[config.mk]
export PLATFORM = sky130hd
export DESIGN_NAME = ctrl_pipe_unit
export DESIGN_NICKNAME = d
export VERILOG_FILES = /design/src/rtl/ctrl_pipe_unit.sv
export SDC_FILE = /design/constraint.sdc
export NUM_CORES = 1
export LEC_CHECK = 0
export BUFFER_PORTS_ARGS = -buffer_cell sky130_fd_sc_hd__buf_2
export CELL_PAD_IN_SITES_DETAIL_PLACEMENT = 2
export CELL_PAD_IN_SITES_GLOBAL_PLACEMENT = 2
export CORE_MARGIN = 2
export CORE_UTILIZATION = 30
export CTS_CLUSTER_DIAMETER = 200
export DETAILED_ROUTE_END_ITERATION = 12
export PLACE_DENSITY_LB_ADDON = 0.15
export SLEW_MARGIN = 20
export SYNTH_ARGS = -nofsm -noshare
export SYNTH_HDL_FRONTEND = slang
export SYNTH_SLANG_ARGS = --single-unit
[constraint.sdc]
create_clock -name clk -period 3.1 [get_ports clk]
set_input_delay 0.155 -clock clk [delete_from_list [all_inputs] [get_ports clk]]
set_output_delay 0.155 -clock clk [all_outputs]
set_load 0.01 [all_outputs]
[src/rtl/ctrl_pipe_unit.sv]
// ctrl_pipe_unit: decodes the ID instruction into a control bundle and carries
// it through registered EX, MEM and WB stages. Handles external stall, sticky
// branch flush and load-use hazard bubbles, and counts hazard stall cycles.
module ctrl_pipe_unit #(
  parameter int INSTR_W  = 32,
  parameter int ALU_OP_W = 4,
  parameter int CNT_W    = 16,
  parameter int LU_EN    = 1
) (
  input  logic                clk,
  input  logic                reset,
  input  logic [INSTR_W-1:0]  id_instr,
  input  logic                id_valid,
  input  logic                stall_in,
  input  logic                flush,
  output logic                hazard_stall,
  output logic                ex_valid,
  output logic                ex_s,
  output logic                ex_shift_imm,
  output logic                ex_b_instr,
  output logic                ex_b_l,
  output logic [ALU_OP_W-1:0] ex_alu_op,
  output logic [3:0]          ex_cond,
  output logic                mem_valid,
  output logic                mem_enable,
  output logic                mem_rw,
  output logic                mem_load,
  output logic [1:0]          mem_size,
  output logic                wb_valid,
  output logic                wb_rf_enable,
  output logic                wb_load,
  output logic [3:0]          wb_rd,
  output logic [CNT_W-1:0]    hazard_count
);

  // Full control bundle; later stages simply ignore the EX-only fields.
  typedef struct packed {
    logic                valid;
    logic                s;
    logic                shift_imm;
    logic                b_instr;
    logic                b_l;
    logic [ALU_OP_W-1:0] alu;
    logic [3:0]          cond;
    logic                m_en;
    logic                rw;
    logic                load;
    logic [1:0]          size;
    logic                rf_en;
    logic [3:0]          rd;
  } ctrl_t;

  ctrl_t            dec_s;
  ctrl_t            ex_d, ex_q;
  ctrl_t            mem_d, mem_q;
  ctrl_t            wb_d, wb_q;
  logic             pend_d, pend_q;
  logic [CNT_W-1:0] cnt_d, cnt_q;
  logic [2:0]       cls_s;
  logic             src_match_s;
  logic             hazard_raw_s;
  logic             flush_eff_s;

  assign cls_s       = id_instr[27:25];
  assign flush_eff_s = flush | pend_q;

  // Combinational decode of the ID instruction; unsupported or invalid -> bubble.
  always_comb begin
    dec_s = '0;
    if (id_valid && (id_instr != '0)) begin
      case (cls_s)
        3'b000, 3'b001: begin
          dec_s.valid     = 1'b1;
          dec_s.cond      = id_instr[31:28];
          dec_s.s         = id_instr[20];
          dec_s.alu       = ALU_OP_W'(id_instr[24:21]);
          dec_s.rf_en     = 1'b1;
          dec_s.rd        = id_instr[15:12];
          dec_s.shift_imm = (cls_s == 3'b000) ? (id_instr[11:7] != 5'd0) : 1'b0;
        end
        3'b010, 3'b011: begin
          dec_s.valid     = 1'b1;
          dec_s.cond      = id_instr[31:28];
          dec_s.load      = id_instr[20];
          dec_s.size      = id_instr[22:21];
          dec_s.m_en      = 1'b1;
          dec_s.rw        = ~id_instr[20];
          dec_s.rf_en     = id_instr[20];
          dec_s.rd        = id_instr[15:12];
          dec_s.alu       = id_instr[23] ? ALU_OP_W'(4'b0100) : ALU_OP_W'(4'b0010);
          dec_s.shift_imm = (cls_s == 3'b010);
        end
        3'b101: begin
          dec_s.valid     = 1'b1;
          dec_s.cond      = id_instr[31:28];
          dec_s.b_instr   = 1'b1;
          dec_s.b_l       = id_instr[24];
          dec_s.rf_en     = id_instr[24];
          dec_s.rd        = id_instr[15:12];
          dec_s.alu       = id_instr[24] ? ALU_OP_W'(4'b0100) : ALU_OP_W'(4'b0010);
        end
        default: begin
          dec_s = '0;
        end
      endcase
    end else begin
      dec_s = '0;
    end
  end

  // Load-use detection: a load in EX whose rd feeds a source of the ID instruction.
  always_comb begin
    src_match_s  = 1'b0;
    hazard_raw_s = 1'b0;
    if (dec_s.valid && !dec_s.b_instr) begin
      if (id_instr[19:16] == ex_q.rd) begin
        src_match_s = 1'b1;
      end else if (((cls_s == 3'b000) || (cls_s == 3'b011)) && (id_instr[3:0] == ex_q.rd)) begin
        src_match_s = 1'b1;
      end else if (((cls_s == 3'b010) || (cls_s == 3'b011)) && !id_instr[20] &&
                   (id_instr[15:12] == ex_q.rd)) begin
        src_match_s = 1'b1;
      end else begin
        src_match_s = 1'b0;
      end
    end else begin
      src_match_s = 1'b0;
    end
    if (LU_EN != 0) begin
      hazard_raw_s = ex_q.valid & ex_q.load & src_match_s;
    end else begin
      hazard_raw_s = 1'b0;
    end
  end

  // A stall or an applying flush masks the hazard request.
  assign hazard_stall = hazard_raw_s & ~stall_in & ~flush_eff_s;

  // Next-state selection: stall > flush/pending > hazard > normal advance.
  always_comb begin
    ex_d   = ex_q;
    mem_d  = mem_q;
    wb_d   = wb_q;
    pend_d = pend_q;
    cnt_d  = cnt_q;
    if (stall_in) begin
      pend_d = pend_q | flush;
    end else if (flush_eff_s) begin
      ex_d   = '0;
      mem_d  = ex_q;
      wb_d   = mem_q;
      pend_d = 1'b0;
    end else if (hazard_raw_s) begin
      ex_d  = '0;
      mem_d = ex_q;
      wb_d  = mem_q;
      if (cnt_q != {CNT_W{1'b1}}) begin
        cnt_d = cnt_q + CNT_W'(1);
      end else begin
        cnt_d = cnt_q;
      end
    end else begin
      ex_d  = dec_s;
      mem_d = ex_q;
      wb_d  = mem_q;
    end
  end

  // Stage registers with synchronous reset to all-bubble state.
  always_ff @(posedge clk) begin
    if (reset) begin
      ex_q   <= '0;
      mem_q  <= '0;
      wb_q   <= '0;
      pend_q <= 1'b0;
      cnt_q  <= '0;
    end else begin
      ex_q   <= ex_d;
      mem_q  <= mem_d;
      wb_q   <= wb_d;
      pend_q <= pend_d;
      cnt_q  <= cnt_d;
    end
  end

  assign ex_valid     = ex_q.valid;
  assign ex_s         = ex_q.s;
  assign ex_shift_imm = ex_q.shift_imm;
  assign ex_b_instr   = ex_q.b_instr;
  assign ex_b_l       = ex_q.b_l;
  assign ex_alu_op    = ex_q.alu;
  assign ex_cond      = ex_q.cond;
  assign mem_valid    = mem_q.valid;
  assign mem_enable   = mem_q.m_en;
  assign mem_rw       = mem_q.rw;
  assign mem_load     = mem_q.load;
  assign mem_size     = mem_q.size;
  assign wb_valid     = wb_q.valid;
  assign wb_rf_enable = wb_q.rf_en;
  assign wb_load      = wb_q.load;
  assign wb_rd        = wb_q.rd;
  assign hazard_count = cnt_q;

endmodule

==> reports/results.tsv <==
metric	value	unit
finalCritPeriodShare	83.4	%
grt_use_met1	20.8	%
synth_cells	288	
numClockSinks	58	
die_h	97.6	um
ios	80	
finalHoldViolations	0	
synthTopCellsByArea	dfxtp_1 44%, mux2i_1 6.9%, a32o_1 6.1%, nor2_1 4.6%, xor2_1 3.3%	
startpoint_type	flip-flop	
clock_path_buffers	2	
synth.net_count	326	
drtIter0Drc	49	
syn-cell-area	2630	um2
grt_use_met2	32.5	%
use_met3	3.81	%
ys_seq_area_share	44.1	%
rows	34	
overflow	0	
final.min_clock_period	2.59	ns
ys_ff_latch	58	
hold_path.class	primary input to flip-flop	
relSlewSlack	55.2	%
setup_tns	0	ns
route.detailed.drc	0	
n_fill_cell	991	
grt_setup_unrepaired	no	
drv_slew	0	
post_dp_cell_area	3050	um2
grt_pass1_wl	13700	um
vias_per_cell	5.24	
hpwlAfterDp	6220	um
worst-setup-path-type	flip-flop to flip-flop	
cts_setup_buffers	0	
yosys.area.top_type	dfxtp_1	
arrival	2.81	ns
dieArea	9530	um2
leakagePower	1.41	nW
io_buffers	79	
synth_top_cells_by_count	58 x dfxtp_1, 32 x nor2_1, 18 x mux2i_1	
synth_cell_type_count	40	
synth_most_common_cell	dfxtp_1	
cp-end-kind	flip-flop	
numCtsBuffers	9	
h-tree-depth	3	
cap_violations	0	
diodes	0	
area_growth	24.6	%
synth_warnings	0	
antenna_found_initial	0	
max_slew.worst_pin.slew	0.669	ns
crit_fanout	22	
cts_hold_buf	0	
synth_ff_type	dfxtp_1	
top_usage_layer	met2	
setup_viol	0	
insertion_delay	0.34	ns
skew	0.00749	ns
drt_first_pass_iters	4	
design_area	3280	um2
grt_pass1_vias	2645	
wire_per_inst	17.7	um
clock.fmax	387	MHz
core	8590	um2
synth_edf_count	0	
cp.required	3.32	ns
vias	2451	
grt_max_degree	41	
clk_pin_slew_worst_paths	0.07	ns
cts-resized-gates	0	
cts-root-buf	clkbuf_8	
ant_nets	0	
start_util	30.6	%
track_usage	17.9	%
synth.avg_cell_area	9.13	um2
drive_above_1_share	29.4	%
status	finished, final reports clean	
drt_wl_total	8270	um
nets	393	
place_congestion	0.826	
powerDensity	509	nW/um2
die_w	97.6	um
synth_top_cell_area_share	44.1	%
irDropWorstVdd	206	uV
synthArstFlopShare	0	%
cts_tree	done	
## cells by family after synthesis
kind of cell    synth area share (%)
compound gates                  15.5
xor+xnor                        4.33
fa+ha+maj                      0.476
buf+inv                         6.80
flops                           44.1
mux                             8.56
simple gates                    20.2
## final timing paths
path / startpoint / to / slack [ns] / depth (start not counted)
max: ex_q[2]$_SDFFE_PP0N_ / hazard_count[6]$_SDFFE_PP0P_ / 0.51 / 6
min: flush / pend_q$_SDFFE_PP0P_ / 0.05 / 2
max reg2reg: ex_q[2]$_SDFFE_PP0N_ / hazard_count[6]$_SDFFE_PP0P_ / 0.51 / 6
min reg2reg: ex_cond[0]$_SDFFE_PP0N_ / ex_cond[0]$_SDFFE_PP0N_ / 0.47 / 1
## per-layer routing
metal / wire length (um) / part of all wire, %
met4: 135 / 1.6
met5: 0 / 0
met1: 3510 / 42
met2: 4300 / 52
met3: 328 / 4.0
## cells in the final DEF, fill, tap and decap left out, drive strengths merged, types with 2 or more instances in the layout
master	synthesis	final
a21oi	13	13
a22o	5	5
a32o	16	16
buf	15	84
bufinv	0	2
clkbuf	13	9
clkinvlp	0	2
dfxtp	58	58
inv	9	11
mux2	4	4
mux2i	18	18
nand2	11	11
nand3	9	9
nand4	6	6
nor2	32	32
nor2b	7	7
nor3	7	7
nor4	9	9
nor4b	2	2
o21ai	12	12
o31ai	4	4
or3	6	6
or4	5	5
xnor2	3	3
xor2	10	10
## flip-flops by register name (all words and copies together) (netlist names), 2 cells and up
register,count
ex_cond,4
wb_rd,4
mem_q,5
ex_alu_op,4
hazard_count,16
mem_size,2
ex_q,10
## stage by stage
stage / utilization [%] / instances / power (mW) / hold WS (ns) / setup WS [ns]
2_1_floorplan: - / 288 / 0.829 / 0.265 / 0.890
3_3_place_gp: 35.5 / 452 / 0.882 / 0.364 / 0.620
3_5_place_dp: 35.5 / 452 / 0.885 / 0.412 / 0.544
4_1_cts: 38.1 / 468 / 1.69 / 0.0521 / 0.518
5_1_grt: 38.1 / 468 / 1.73 / 0.0452 / 0.397
6_report: 38.1 / 468 / 1.67 / 0.0532 / 0.513
## worst max-delay path: stages (launching register included)
cell     delay [ns]
dfxtp_1        0.36
xor2_1         0.17
nor4_1         0.44
a31oi_1        0.17
a211o_1        0.55
nor4b_1        0.40
mux2_2         0.37
## power breakdown
group	leakage [nW]	switching, mW	internal, mW
Clock	0.106	0.342	0.459
Combinational	0.840	0.0667	0.0437
Sequential	0.468	0.00482	0.751
Total	1.41	0.414	1.25
## layout make-up
cell class / instances / area [um2] / share of cell area, %
multi-input combinational: 193 / 1290 / 39.4
tap: 108 / 135 / 4.12
sequential: 58 / 1160 / 35.4
timing repair buffer: 84 / 433 / 13.2
inverter: 9 / 33.8 / 1.03
clock inverter: 7 / 101 / 3.09
clock buffer: 9 / 124 / 3.78
No activity file was read; power rests on OpenSTA's default activity.
